<file path="config.mk">
export PLATFORM = sky130hd
export DESIGN_NAME = player_move_ctrl
export DESIGN_NICKNAME = d
export VERILOG_FILES = /design/src/rtl/game_pkg.sv /design/src/rtl/frame_divider.sv /design/src/rtl/player_move_ctrl.sv
export SDC_FILE = /design/constraint.sdc
export NUM_CORES = 1
export LEC_CHECK = 0
export CORE_UTILIZATION = 45
export CTS_CLUSTER_SIZE = 20
export DETAILED_ROUTE_END_ITERATION = 10
export DONT_BUFFER_PORTS = 1
export GPL_TIMING_DRIVEN = 0
export PLACE_DENSITY = 0.59
export SYNTH_ARGS = -nofsm -noshare
export SYNTH_HDL_FRONTEND = slang
export SYNTH_SLANG_ARGS = --single-unit
</file>
<file path="constraint.sdc">
create_clock -name clk -period 7.4 [get_ports clk]
set_input_delay 0 -clock clk [delete_from_list [all_inputs] [get_ports clk]]
set_output_delay 0 -clock clk [all_outputs]
set_load 0.005 [all_outputs]
</file>
<file path="src/rtl/game_pkg.sv">
// Shared maze-game definitions: map geometry, move directions and the
// movement sequencer's state encoding.
package game_pkg;

  localparam int MAP_ROWS  = 21;
  localparam int MAP_COLS  = 30;
  localparam int TILE_SIZE = 20;

  typedef enum logic [1:0] {
    DIR_UP    = 2'd0,
    DIR_DOWN  = 2'd1,
    DIR_LEFT  = 2'd2,
    DIR_RIGHT = 2'd3
  } dir_e;

  typedef enum logic [1:0] {
    IDLE   = 2'd0,
    REQ    = 2'd1,
    READ   = 2'd2,
    COMMIT = 2'd3
  } move_state_e;

endpackage

</file>
<file path="src/rtl/frame_divider.sv">
// Divides the per-frame tick down to one move opportunity every MOVE_DIV
// frames. The opportunity is a registered one-cycle pulse that follows the
// wrapping frame tick.
module frame_divider #(
  parameter int MOVE_DIV = 4
) (
  input  logic clk,
  input  logic reset,
  input  logic frame_tick,
  output logic move_opportunity
);

  localparam int CNT_W = (MOVE_DIV > 1) ? $clog2(MOVE_DIV) : 1;
  localparam logic [CNT_W-1:0] CNT_LAST = CNT_W'(MOVE_DIV - 1);
  localparam logic [CNT_W-1:0] CNT_ONE  = CNT_W'(1);

  logic [CNT_W-1:0] frame_cnt;

  // Count frame ticks modulo MOVE_DIV; the wrapping tick raises the pulse.
  always_ff @(posedge clk) begin
    if (reset) begin
      frame_cnt        <= '0;
      move_opportunity <= 1'b0;
    end else begin
      move_opportunity <= 1'b0;
      if (frame_tick) begin
        if (frame_cnt == CNT_LAST) begin
          frame_cnt        <= '0;
          move_opportunity <= 1'b1;
        end else begin
          frame_cnt <= frame_cnt + CNT_ONE;
        end
      end
    end
  end

endmodule

</file>
<file path="src/rtl/player_move_ctrl.sv">
// Player movement sequencer: on each move opportunity picks one direction
// from the buttons, rejects moves off the map immediately, otherwise reads
// the target map row through the shared ROM port and commits the move only
// when the target cell holds no wall.
module player_move_ctrl
  import game_pkg::*;
#(
  parameter int START_X  = 1,
  parameter int START_Y  = 1,
  parameter int MOVE_DIV = 4,
  parameter int READ_LAT = 2
) (
  input  logic                clk,
  input  logic                reset,
  input  logic                frame_tick,
  input  logic                btn_up,
  input  logic                btn_down,
  input  logic                btn_left,
  input  logic                btn_right,
  output logic                map_req,
  output logic [4:0]          map_addr,
  input  logic                map_grant,
  input  logic [MAP_COLS-1:0] map_data,
  output logic [7:0]          player_x_pos,
  output logic [7:0]          player_y_pos,
  output logic                busy,
  output logic                blocked
);

  localparam logic [7:0]        START_X_POS = 8'(START_X);
  localparam logic [7:0]        START_Y_POS = 8'(START_Y);
  localparam logic [7:0]        LAT_LAST    = 8'(READ_LAT - 1);
  localparam logic [7:0]        COLS_LIMIT  = 8'(MAP_COLS);
  localparam logic signed [8:0] X_MAX       = 9'(MAP_ROWS - 1);
  localparam logic signed [8:0] Y_MAX       = 9'(MAP_COLS - 1);

  move_state_e       state, state_next;
  logic              move_opportunity;
  logic              any_btn;
  dir_e              dir;
  logic signed [8:0] cand_x, cand_y;
  logic              cand_ok;
  logic [31:0]       row_bits;
  logic              row_bit;

  logic [7:0] tgt_x, tgt_y, tgt_x_next, tgt_y_next;
  logic [7:0] lat_cnt, lat_cnt_next;
  logic [7:0] pos_x_next, pos_y_next;
  logic [4:0] map_addr_next;
  logic       map_req_next;
  logic       blocked_next;
  logic       wall, wall_next;

  frame_divider #(
    .MOVE_DIV(MOVE_DIV)
  ) u_frame_divider (
    .clk              (clk),
    .reset            (reset),
    .frame_tick       (frame_tick),
    .move_opportunity (move_opportunity)
  );

  assign busy = (state != IDLE);

  // Pick one direction (up > down > left > right) and form the candidate
  // target in signed 9-bit arithmetic so a step below zero is visible.
  always_comb begin
    any_btn = btn_up | btn_down | btn_left | btn_right;
    dir     = DIR_RIGHT;
    if (btn_up)        dir = DIR_UP;
    else if (btn_down) dir = DIR_DOWN;
    else if (btn_left) dir = DIR_LEFT;
    cand_x = $signed({1'b0, player_x_pos});
    cand_y = $signed({1'b0, player_y_pos});
    case (dir)
      DIR_UP:    cand_y = cand_y - 9'sd1;
      DIR_DOWN:  cand_y = cand_y + 9'sd1;
      DIR_LEFT:  cand_x = cand_x - 9'sd1;
      DIR_RIGHT: cand_x = cand_x + 9'sd1;
    endcase
    cand_ok = (cand_x >= 9'sd0) && (cand_x <= X_MAX) &&
              (cand_y >= 9'sd0) && (cand_y <= Y_MAX);
  end

  // Select the target cell's wall bit; anything past the map width reads as wall.
  always_comb begin
    row_bits = {{(32 - MAP_COLS){1'b1}}, map_data};
    row_bit  = (tgt_y < COLS_LIMIT) ? row_bits[tgt_y[4:0]] : 1'b1;
  end

  // Next-state and registered-output logic for the move sequence.
  always_comb begin
    state_next    = state;
    tgt_x_next    = tgt_x;
    tgt_y_next    = tgt_y;
    lat_cnt_next  = lat_cnt;
    wall_next     = wall;
    map_req_next  = map_req;
    map_addr_next = map_addr;
    blocked_next  = 1'b0;
    pos_x_next    = player_x_pos;
    pos_y_next    = player_y_pos;
    case (state)
      IDLE: begin
        if (move_opportunity && any_btn) begin
          if (!cand_ok) begin
            blocked_next = 1'b1;
          end else begin
            tgt_x_next    = cand_x[7:0];
            tgt_y_next    = cand_y[7:0];
            map_addr_next = cand_x[4:0];
            map_req_next  = 1'b1;
            state_next    = REQ;
          end
        end
      end
      REQ: begin
        if (map_grant) begin
          if (READ_LAT <= 1) begin
            wall_next    = row_bit;
            map_req_next = 1'b0;
            state_next   = COMMIT;
          end else begin
            lat_cnt_next = 8'd1;
            state_next   = READ;
          end
        end
      end
      READ: begin
        if (!map_grant) begin
          lat_cnt_next = 8'd0;
          state_next   = REQ;
        end else if (lat_cnt >= LAT_LAST) begin
          wall_next    = row_bit;
          map_req_next = 1'b0;
          state_next   = COMMIT;
        end else begin
          lat_cnt_next = lat_cnt + 8'd1;
        end
      end
      COMMIT: begin
        if (wall) begin
          blocked_next = 1'b1;
        end else begin
          pos_x_next = tgt_x;
          pos_y_next = tgt_y;
        end
        state_next = IDLE;
      end
      default: state_next = IDLE;
    endcase
  end

  // State and output registers; reset abandons any in-flight ROM read.
  always_ff @(posedge clk) begin
    if (reset) begin
      state        <= IDLE;
      tgt_x        <= 8'd0;
      tgt_y        <= 8'd0;
      lat_cnt      <= 8'd0;
      wall         <= 1'b0;
      map_req      <= 1'b0;
      map_addr     <= 5'd0;
      blocked      <= 1'b0;
      player_x_pos <= START_X_POS;
      player_y_pos <= START_Y_POS;
    end else begin
      state        <= state_next;
      tgt_x        <= tgt_x_next;
      tgt_y        <= tgt_y_next;
      lat_cnt      <= lat_cnt_next;
      wall         <= wall_next;
      map_req      <= map_req_next;
      map_addr     <= map_addr_next;
      blocked      <= blocked_next;
      player_x_pos <= pos_x_next;
      player_y_pos <= pos_y_next;
    end
  end

endmodule

</file>
# After elaboration in Yosys (flattened, before gate mapping)
# Cells that the tools add are included.
# totals
out_inout_bits	24
elab_cells	89
reg_bits	53
# classes
bitwise	5
mux	29
n_reduce_logical	16
eq_ne	14
add_sub_neg	6
magnitude_cmp	7
# ops
cell	count
case mux 9 bit (2 select lines)	2
two-way mux 8 bit	3
adder 8 x 1 -> 9 bit, second input constant	2
greater-or-equal comparator 9 x 1 -> 1 bit, second input constant	2
<= comparator 9 x 6 -> 1 bit, second input constant	2
subtractor 8 x 1 -> 9 bit, second input constant	2
two-way mux 2 bit	8
case mux 8 bit (2 select lines)	1
two-way mux 1 bit	11
== test 2 bit, second input constant	5
!= test 2 bit, second input constant	5
AND reduction 3 bit	3
adder 8 x 1 -> 8 bit, second input constant	1
greater-or-equal comparator 8 x 1 -> 1 bit, second input constant	1
< comparator 8 x 5 -> 1 bit, second input constant	1
case mux 2 bit (4 select lines)	1
< comparator 5 x 6 -> 1 bit, second input constant	1
!= test 3 bit, second input constant	2
nonzero test 2 bit	3
binary-select mux 1 bit (select 5 bit)	1
AND reduction 5 bit	1
== test 2 x 1 -> 1 bit, second input constant	2
logical AND 1 bit	4
logical NOT 2 bit	2
other kinds (7)	11

# Logic depth before layout (Yosys ltp)
# Gate-level depths: netlist of the first run.
# logic_depth
ltp_word	12
ltp_mapped	14
depth_no_buf	11

# Cells and area by module
# Synthesis of the first run repeated with hierarchy kept, for this count alone.
# unflattened
cells_unflattened	375
hier_area_um2	3173.0
# modules_own_cells
module	seq_area_each_um2	area_each_um2	instances	cells_each
player_move_ctrl	900.9	3057.9	1	365
frame_divider	60.1	115.1	1	10

# Worst setup path after synthesis of the first run
# OpenSTA, ideal clock, no wires.
# synth_path
path_kind	input to register
startpoint	in btn_up
endpoint	reg map_addr[2]
n_path_buf	3
setup_ns	0.128
t_arrival_ns	3.259
required_time_ns	7.272
path_stages	14
slack_ns	4.013
cell_sequence	buf_6 -> nor2_1 -> buf_6 -> nand2_1 -> fa_1 -> nor3_1 -> a22oi_1 -> a2111oi_0 -> o32ai_1 -> a211o_1 -> nor4_4 -> buf_6 -> mux2i_1 -> nor2_1
# synth_via
elab_chain_cells	8
elab_cells_between_ends	19
classes_between	order compare: 4; eq/ne: 3; mux: 3; bitwise: 3; reduce/logical: 6
# synth_rtl
item	line_no	text
from (decl)	player_move_ctrl.sv:16	input logic btn_up,
two-way mux 2 bit	player_move_ctrl.sv:70	if (btn_up) dir = DIR_UP;
== test 2 bit	player_move_ctrl.sv:75	case (dir)
case mux 9 bit (2 select lines)	player_move_ctrl.sv:75	
greater-or-equal comparator 9 x 1 -> 1 bit or <= comparator 9 x 6 -> 1 bit (tied branches)	player_move_ctrl.sv:81	cand_ok = (cand_x >= 9'sd0) && (cand_x <= X_MAX) &&
logical AND 1 bit (2 in a row)	player_move_ctrl.sv:81	
logical AND 1 bit	player_move_ctrl.sv:82	(cand_y >= 9'sd0) && (cand_y <= Y_MAX);
AND reduction 3 bit (no source line)	--	
to (signal assigned)	player_move_ctrl.sv:174	map_addr <= map_addr_next;
to (decl)	player_move_ctrl.sv:21	output logic [4:0] map_addr,
# Several ways; a longest one is shown, not always the timed one.
# A chain may end at the register's enable or synchronous reset.

# Worst setup path after layout of the first run
# layout_path
startpoint	in btn_up
endpoint	reg tgt_y[4]
# layout_via
elab_chain_cells	8
elab_cells_between_ends	19
classes_between	order compare: 4; eq/ne: 3; mux: 3; bitwise: 3; reduce/logical: 6
# layout_rtl
item	line_no	text
two-way mux 2 bit	player_move_ctrl.sv:70	
== test 2 bit	player_move_ctrl.sv:75	
case mux 9 bit (2 select lines)	player_move_ctrl.sv:75	
greater-or-equal comparator 9 x 1 -> 1 bit or <= comparator 9 x 6 -> 1 bit (tied branches)	player_move_ctrl.sv:81	
logical AND 1 bit (2 in a row)	player_move_ctrl.sv:81	
logical AND 1 bit	player_move_ctrl.sv:82	
AND reduction 3 bit (no source line)	--	
to (signal assigned)	player_move_ctrl.sv:170	tgt_y <= tgt_y_next;
to (decl)	player_move_ctrl.sv:46	logic [7:0] tgt_x, tgt_y, tgt_x_next, tgt_y_next;
# Several ways; a longest one is shown, not always the timed one.

==> results of run 1 <==
-- critical path: stages --
cell and delay (ns):
buf_6 0.12, nor2_1 0.51, buf_6 0.25, nand2_1 0.27
fa_1 0.54, nor3_1 0.15, a22oi_1 0.11, a2111oi_0 0.65
o32ai_1 0.17, a211o_1 0.36, nor4_4 0.59, buf_6 0.24
mux2i_1 0.22, nor2_1 0.06
-- routing by layer --
metal	up-vias	GRT usage [%]	share of wire [%]
met1	1225	26.7	47
met2	53	35.5	47
met3	6	4.43	4.3
met5	-	0	0
li1	1343	-	-
met4	0	4.70	0.82
-- layout make-up --
| class | count | area, um2 |
|---|---|---|
| Buffer | 19 | 140 |
| Fill cell | 675 | 3380 |
| Multi-Input combinational cell | 283 | 2000 |
| Clock inverter | 3 | 42.5 |
| Sequential cell | 48 | 961 |
| Clock buffer | 5 | 68.8 |
| Inverter | 14 | 52.6 |
| Tap cell | 96 | 120 |
| Timing Repair Buffer | 3 | 30.0 |
-- cell usage in the layout, fill, tap and decap left out, types with 2 or more instances in the layout --
cell type	netlist	final
a2111oi_0	2	2
a211o_1	4	4
a211oi_1	6	6
a211oi_2	2	2
a21boi_0	2	2
a21o_1	4	4
a21oi_1	28	28
a311oi_1	3	3
a31oi_1	4	4
and2_1	7	7
and3_1	4	4
and4_1	2	2
buf_1	2	2
buf_4	5	5
buf_6	4	4
clkbuf_1	6	6
clkbuf_8	2	7
dfxtp_1	48	48
dlygate4sd3_1	0	3
fa_1	2	2
ha_1	23	23
inv_1	14	14
mux2i_1	10	10
mux4_2	9	9
nand2_1	49	49
nand3_1	7	7
nand3b_1	4	4
nand4_1	2	2
nor2_1	36	36
nor2b_1	2	2
nor3_1	9	9
o211ai_1	6	6
o21a_1	4	4
o21ai_0	17	17
or2b_2	2	2
xnor2_1	6	6
xor2_1	2	2
-- cells by family (layout without fill, tap and decap cells) --
kind of cell               Yosys count  count (layout)  synth area share (%)
buffers and inverters               33              44                  6.11
DFF                                 48              48                  30.5
AOI/OAI and AO/OA                   96              96                  20.4
xor gates and xnor gates             8               8                  2.22
and+or+nand+nor                    135             135                  20.9
muxes                               19              19                  9.60
adders and majority gates           25              25                  10.4
-- Yosys cell counts, types with 3 or more instances --
library cell / number
nor2_1: 36
nand3b_1: 4
a21o_1: 4
inv_1: 14
and3_1: 4
mux2i_1: 10
clkbuf_1: 6
a31oi_1: 4
a311oi_1: 3
nor3_1: 9
nand2_1: 49
and2_1: 7
xnor2_1: 6
a211oi_1: 6
o21ai_0: 17
a21oi_1: 28
a211o_1: 4
o211ai_1: 6
buf_6: 4
ha_1: 23
dfxtp_1: 48
o21a_1: 4
buf_4: 5
nand3_1: 7
mux4_2: 9
-- sequential cells by signal, summed over array words and instances, names as in the netlist --
name / count
blocked: 1
lat_cnt: 8
map_addr: 4
map_req: 1
player_x_pos: 8
player_y_pos: 8
state: 2
tgt_x: 4
tgt_y: 8
u_frame_divider.frame_cnt: 2
u_frame_divider.move_opportunity: 1
wall: 1
-- power by group through the flow --
stage	Combinational (mW)	Clock [mW]	Sequential [mW]
4_1_cts	0.0919	0.194	0.266
3_3_place_gp	0.0894	0	0.272
2_1_floorplan	0.0718	0	0.271
5_1_grt	0.103	0.203	0.267
3_5_place_dp	0.0897	0	0.272
6_report	0.0915	0.189	0.266
-- repair_timing --
item,CTS,global route
setup buffers,0,0
endpoints found under the hold margin,8,0
hold buffers,3,0
-- how the worst max path moves through the flow --
stage                              to  slack [ns]
after floorplan           map_addr[2]        4.01
after global placement       tgt_y[4]        2.94
after detailed placement  map_addr[2]        2.96
after CTS                 map_addr[2]        3.29
after global routing         tgt_y[4]        3.05
final                        tgt_y[4]        3.32
==> impl_metrics.tcl, run 1 <==
set metrics [dict create \
    worstReg2RegEnd "tgt_y[4]" \
    final_cells 471 \
    hp-start "map_grant" \
    pwr-share-seq_pct 48.6 \
    critical_path_required_ns 7.57 \
    whs_ns 0.0189 \
    synth_top_area_cell "dfxtp_1" \
    cts_num_sinks 48 \
    drive_gt1_share_pct 10.9 \
    cp-start-kind "input port" \
    power.density_nw_per_um2 160 \
    place_congestion 0.905 \
    grt_use_total_pct 20.7 \
    die_w_um 85.7 \
    max-cap-violations 0 \
    fin_skew_ns 0.0100 \
    dieArea_um2 7350 \
    io_pins 62 \
    relSlewSlack_pct 51.7 \
    routed_wl_um 7350 \
    clk_latency_ns 0.30 \
    status "complete, no violations" \
    drc 0 \
    synthFlopType "dfxtp_1" \
    synth_nets 427 \
    cts_tree "built" \
    switchingPower_mw 0.146 \
    post_cts_resize_count 0 \
    synth.avg_cell_area_um2 8.67 \
    peakVddDrop_mv 0.114 \
    grt-ovfl-total 0 \
    placed_cells 460 \
    dp_hpwl_um 5690 \
    nets 437 \
    vias 2627 \
    start_util_pct 46.4 \
    hold_end "state[0]" \
    async_flop_share_pct 0 \
    first_global_vias 2463 \
    dieHeight_um 85.7 \
    cts-root-buf "clkbuf_8" \
    grt_pass1_wl_um 11900 \
    period_share_pct 55.2 \
    leakagePower_nw 1.26 \
    crit_start "btn_up" \
    clk_pin_slew_worst_paths_ns 0.09 \
    h-tree-depth 2 \
    pre_cts_ws_ns 2.96 \
    rr_startpoint "player_x_pos[0]" \
    synth_area_leaders "dfxtp_1, ha_1, mux4_2" \
    setup_tns_ns 0 \
    final_area_um2 3420 \
    clockBufferDepth 2 \
    grt_setup_unrepaired "false" \
    drt-pass1-iter-count 4 \
    crit_type "input port to flip-flop" \
    yosysSeqAreaShare_pct 30.5 \
    ys_warn_count 0 \
    utilization_pct 50.3 \
    max_freq_mhz 245 \
    whs_path_depth 3 \
    cp.arrival_ns 4.25 \
    area_growth_pct 8.29 \
    yosysUniqueCellTypes 61 \
    numCtsBuffers 5 \
    rrSetupSlack_ns 3.65 \
    hold_class "input port to flip-flop" \
    setup_slack_ns 3.32 \
    synth_top_cell_area_share_pct 30.5 \
    synth_area_um2 3160 \
    ys_ff_latch 48 \
    antenna_found_initial 0 \
    finalSetupViolCount 0 \
    portBuffers 0 \
    cp-end-kind "flip-flop" \
    synth_edf_count 0 \
    intPower_mw 0.401 \
    slew_violations 0 \
    sw_frac_of_total_pct 26.7 \
    rows 30 \
    hold_viol_final 0 \
    p_total_mw 0.547 \
    ant_nets 0 \
    dpl_cell_area_um2 3280 \
    r2r_cells 10 \
    avgViaCountPerCell 5.58 \
    p_clk_share_pct 34.6 \
    grt_max_degree 16 \
    period_minus_slack_ns 4.08 \
    antennaDiodeCount 0 \
    syn-instance-count 364 \
    cp_max_fo 10 \
    routedWlPerCell_um 15.6 \
    tightestPinTransition_ns 0.718 \
    drt_iter0_markers 87 \
    combPwrFrac_pct 16.7 \
    core-area_um2 6790 \
]
(Power assumes the default switching activity.)
==> run 2, diff against run 1 <==
ABC_AREA = 1   (was unset)
PLACE_DENSITY = 0.61   (was 0.59)
clock period = 3.58 ns   (was 7.4 ns; I/O delays follow)
==> run 2 against run 1 <==
Net effect:
- utilization increased by 1.5 points
- total power increased by 110%
- hold slack improved by 0.027 ns
- final cell count increased by 32%
- die area increased by 5.3%
- synthesized cell count increased by 42%
- global-route usage increased by 0.24 points
- non-clock buffer count increased by 2
==> impl_metrics.tcl, run 2 <==
set metrics [dict create \
    ys_warn_count 0 \
    grt_use_total_pct 20.9 \
    ant_nets 0 \
    portBuffers 0 \
    nets 591 \
    hp-start "map_grant" \
    synth_nets 580 \
    dp_hpwl_um 6070 \
    r2r_cells 11 \
    area_growth_pct 8.69 \
    rr_startpoint "player_y_pos[0]" \
    rrSetupSlack_ns 1.13 \
    cts_tree "built" \
    ff_latch_area_um2 961 \
    peakVddDrop_mv 0.235 \
    drt_iter0_markers 187 \
    power.density_nw_per_um2 311 \
    hold_class "input port to flip-flop" \
    antenna_found_initial 0 \
    setup_tns_ns 0 \
    vias 3149 \
    cp-start-kind "flip-flop" \
    hold_end "wall" \
    slew_violations 0 \
    leakagePower_nw 1.80 \
    synth_top_cell_area_share_pct 28.9 \
    p_total_mw 1.13 \
    period_share_pct 68.5 \
    cts_num_sinks 48 \
    cp_max_fo 5 \
    final_common_cell "nand2_1" \
    dieHeight_um 88.0 \
    io_pins 62 \
    multi_input_area_um2 1970 \
    whs_ns 0.0457 \
    layout_common_cells "nand2_1, inv_1, nor2_1" \
    cp-end-kind "flip-flop" \
    yosysSeqAreaShare_pct 28.9 \
    finalSetupViolCount 0 \
    drc 0 \
    core-area_um2 6980 \
    cts_setup_buffers 0 \
    synth_common_cells "nand2_1, inv_1, nor2_1, dfxtp_1, o21ai_0" \
    critical_path_required_ns 3.75 \
    relSlewSlack_pct 57.4 \
    tightestPinTransition_ns 0.636 \
    worstReg2RegEnd "state[1]" \
    hold_viol_final 0 \
    final_area_um2 3610 \
    clk_pin_slew_worst_paths_ns 0.09 \
    crit_type "flip-flop to flip-flop" \
    cts_hold_buf 4 \
    clockBufferDepth 2 \
    drive_gt1_share_pct 6.44 \
    synth.avg_cell_area_um2 6.43 \
    async_flop_share_pct 0 \
    cp.arrival_ns 2.62 \
    routed_wl_um 7780 \
    grt-ovfl-total 0 \
    die_w_um 88.0 \
    synth_area_um2 3330 \
    whs_path_depth 3 \
    ys_ff_latch 48 \
    status "complete, no violations" \
    synthFlopType "dfxtp_1" \
    n_fill_cell 757 \
    period_minus_slack_ns 2.45 \
    max_freq_mhz 408 \
    fin_skew_ns 0.0111 \
    synth_top_area_cell "dfxtp_1" \
    avgViaCountPerCell 5.05 \
    synth_edf_count 0 \
    numCtsBuffers 5 \
    syn-instance-count 517 \
    dieArea_um2 7740 \
    final_cells 624 \
    max-cap-violations 0 \
    routedWlPerCell_um 12.5 \
    yosysMostFrequentCell "nand2_1" \
    placed_cells 613 \
    h-tree-depth 2 \
    grt_pass1_wl_um 12700 \
    pre_cts_ws_ns 0.829 \
    grt_setup_unrepaired "false" \
    setup_slack_ns 1.13 \
    utilization_pct 51.8 \
    place_congestion 0.873 \
    first_global_vias 2748 \
    yosysUniqueCellTypes 36 \
    clk_latency_ns 0.30 \
    rows 30 \
    dpl_cell_area_um2 3450 \
    synth_area_leaders "dfxtp_1, nand2_1, ha_1" \
    cts-root-buf "clkbuf_8" \
    drt-pass1-iter-count 4 \
    antennaDiodeCount 0 \
    post_cts_resize_count 0 \
    start_util_pct 47.6 \
    grt_max_degree 15 \
]
==> run 2: cells by family after synthesis <==
family	count (synthesis)	share of synthesized area [%]
AO/OA/AOI/OAI	85	13.9
XOR/XNOR	3	0.790
adder cells (fa/ha/maj)	25	9.86
buffers and inverters	92	12.0
flip-flops	48	28.9
AND/OR/NAND/NOR	264	34.6
==> run 2: worst max-delay path by stage <==
| stage | startpoint | end | cells past startpoint |
|---|---|---|---|
| final | player_y_pos[0] | state[1] | 11 |
| after global routing | btn_up | map_addr[1] | 19 |
| after CTS | player_y_pos[0] | state[1] | 11 |
| after detailed placement | btn_up | map_addr[0] | 19 |
| after global placement | btn_up | map_addr[1] | 20 |
| after floorplan | btn_up | map_addr[1] | 20 |
==> run 2: worst max-delay path, cell delays in order (launching register included) <==
cell and delay, ns:
dfxtp_1 0.40, fa_1 0.50, nand3_1 0.13, nand2_1 0.08, nand4_1 0.08, nand3_1 0.08
o21ai_0 0.39, nand4_1 0.25, nand2_1 0.19, nand2_1 0.09, nand2_1 0.07, a21oi_1 0.05
==> run 2: final cells by class <==
class	count	share of cell area, %
Multi-Input combinational cell	377	54.4
Clock buffer	5	1.90
Tap cell	96	3.32
Clock inverter	2	1.66
Timing Repair Buffer	4	1.11
Sequential cell	48	26.6
Buffer	20	3.50
Inverter	72	7.55
==> run 2: metal layers <==
metal | wire [um] | share of wire, % | up-vias | track usage (%)
met5 | 0 | 0 | - | 0
met4 | 62 | 0.80 | 0 | 4.47
met3 | 301 | 3.9 | 6 | 3.02
met2 | 3510 | 45 | 56 | 33.8
met1 | 3910 | 50 | 1399 | 29.5
li1 | - | - | 1688 | -
==> run 2: report_power, final <==
group	leakage, nW	switching (mW)	total (mW)	internal (mW)
Clock	0.0642	0.175	0.450	0.275
Sequential	0.387	0.00148	0.537	0.536
Combinational	1.35	0.0862	0.138	0.0519
==> run 3, diff against run 2 <==
ABC_AREA = 0   (was 1)
clock period = 2.1 ns   (was 3.58 ns; I/O delays follow)
==> run 3 against run 2 <==
Net effect:
- the flow now finishes with violations (negative setup slack)
- setup slack lost 1.9 ns
- fmax shrank 15%
- first-iteration DRC count shrank 52%
- clock power grew 71%
- via count shrank 13%
- utilization grew 5.0 points
- critical path depth is the same
- final cell count shrank 21%
- total power grew 89%
- sequential power grew 74%
==> impl_metrics.tcl, run 3 (synthesis results as in run 1) <==
set metrics [dict create \
    max_freq_mhz 348 \
    slew_violations 0 \
    crit_type "flip-flop to flip-flop" \
    dpl_cell_area_um2 3320 \
    cts_tree "built" \
    portBuffers 0 \
    leakagePower_nw 1.45 \
    r2r_cells 11 \
    io_pins 62 \
    ff_latch_area_um2 977 \
    drive_gt1_share_pct 26.1 \
    final_common_cell "nand2_1" \
    vias 2749 \
    n_fill_cell 616 \
    start_util_pct 46.4 \
    period_minus_slack_ns 2.87 \
    routed_wl_um 7850 \
    cts-root-buf "clkbuf_8" \
    utilization_pct 56.8 \
    grt_pass1_wl_um 12400 \
    pre_cts_ws_ns -1.53 \
    dieArea_um2 7350 \
    h-tree-depth 2 \
    core-area_um2 6790 \
    nets 458 \
    hold_end "state[0]" \
    antenna_found_initial 0 \
    cp_max_fo 8 \
    rrSetupSlack_ns -0.77 \
    status "finished, violations left" \
    multi_input_area_um2 2220 \
    setup_slack_ns -0.772 \
    cp-end-kind "flip-flop" \
    final_area_um2 3860 \
    cts_num_sinks 48 \
    layout_common_cells "nand2_1, dfxtp_1, nor2_1" \
    drt-pass1-iter-count 4 \
    p_total_mw 2.12 \
    crit_start "player_x_pos[0]" \
    whs_path_depth 3 \
    routedWlPerCell_um 16.0 \
    finalSetupViolCount 20 \
    peakVddDrop_mv 0.606 \
    cp.arrival_ns 3.04 \
    ant_nets 0 \
    worstReg2RegEnd "map_req" \
    setup_tns_ns -13.73 \
    grt_setup_unrepaired "true" \
    hold_class "input port to flip-flop" \
    grt-ovfl-total 0 \
    place_congestion 0.853 \
    relSlewSlack_pct 64.4 \
    rr_startpoint "player_x_pos[0]" \
    period_share_pct 137 \
    dieHeight_um 85.7 \
    area_growth_pct 22.3 \
    grt_max_degree 15 \
    hp-start "map_grant" \
    hold_viol_final 0 \
    grt_use_total_pct 21.2 \
    fin_skew_ns 0.0121 \
    drt_iter0_markers 89 \
    dp_hpwl_um 5650 \
    critical_path_required_ns 2.27 \
    rows 30 \
    numCtsBuffers 5 \
    clk_pin_slew_worst_paths_ns 0.09 \
    die_w_um 85.7 \
    clockBufferDepth 2 \
    placed_cells 460 \
    power.density_nw_per_um2 550 \
    violations "negative setup slack" \
    tightestPinTransition_ns 0.534 \
    final_cells 491 \
    whs_ns 0.0271 \
    clk_latency_ns 0.30 \
    avgViaCountPerCell 5.60 \
    antennaDiodeCount 0 \
    first_global_vias 2559 \
    cp-start-kind "flip-flop" \
    max-cap-violations 0 \
    drc 0 \
]
==> run 3: repair_timing <==
item,4_1_cts,5_1_grt
hold buffers,3,0
resized for setup,20,38
endpoints found under the hold margin,8,0
pin swaps,14,14
setup endpoints to repair,25,24
setup buffers,9,13
==> run 3: worst max path at each step <==
| stage | cells past startpoint | end |
|---|---|---|
| final | 11 | map_req |
| after global routing | 10 | tgt_y[0] |
| after CTS | 10 | tgt_y[0] |
| after detailed placement | 14 | map_addr[2] |
| after global placement | 14 | tgt_y[4] |
| after floorplan | 14 | map_addr[2] |
==> run 3: per-layer routing <==
metal	vias up	wire (um)	track usage, %
met1	1305	3820	28.7
met3	8	268	3.18
li1	1382	-	-
met4	0	77	6.52
met5	-	0	0
met2	54	3690	35.1
==> run 3: area by class of cell <==
cell class	instances	share of cell area, %
clock inverter	2	1.56
buffer	18	3.73
sequential	48	25.3
clock buffer	5	1.78
tap	96	3.11
inverter	14	1.36
timing repair buffer	25	5.64
multi-input combinational	283	57.5
==> run 3: worst max-delay path, stage by stage, from the launching register on <==
cell       delay, ns
dfxtp_4         0.40
fa_2            0.45
xnor2_2         0.16
o21ai_2         0.10
a2111oi_4       0.39
o32ai_1         0.15
a211o_1         0.34
buf_6           0.14
nor3_4          0.25
buf_6           0.15
nand3b_1        0.11
a31oi_2         0.10
==> run 3: report_power, final <==
group	total, mW	leakage, nW	internal, mW	switching [mW]
logic	0.419	0.999	0.189	0.230
registers	0.936	0.391	0.921	0.0148
clock network	0.769	0.0642	0.469	0.300
total	2.12	1.45	1.58	0.545
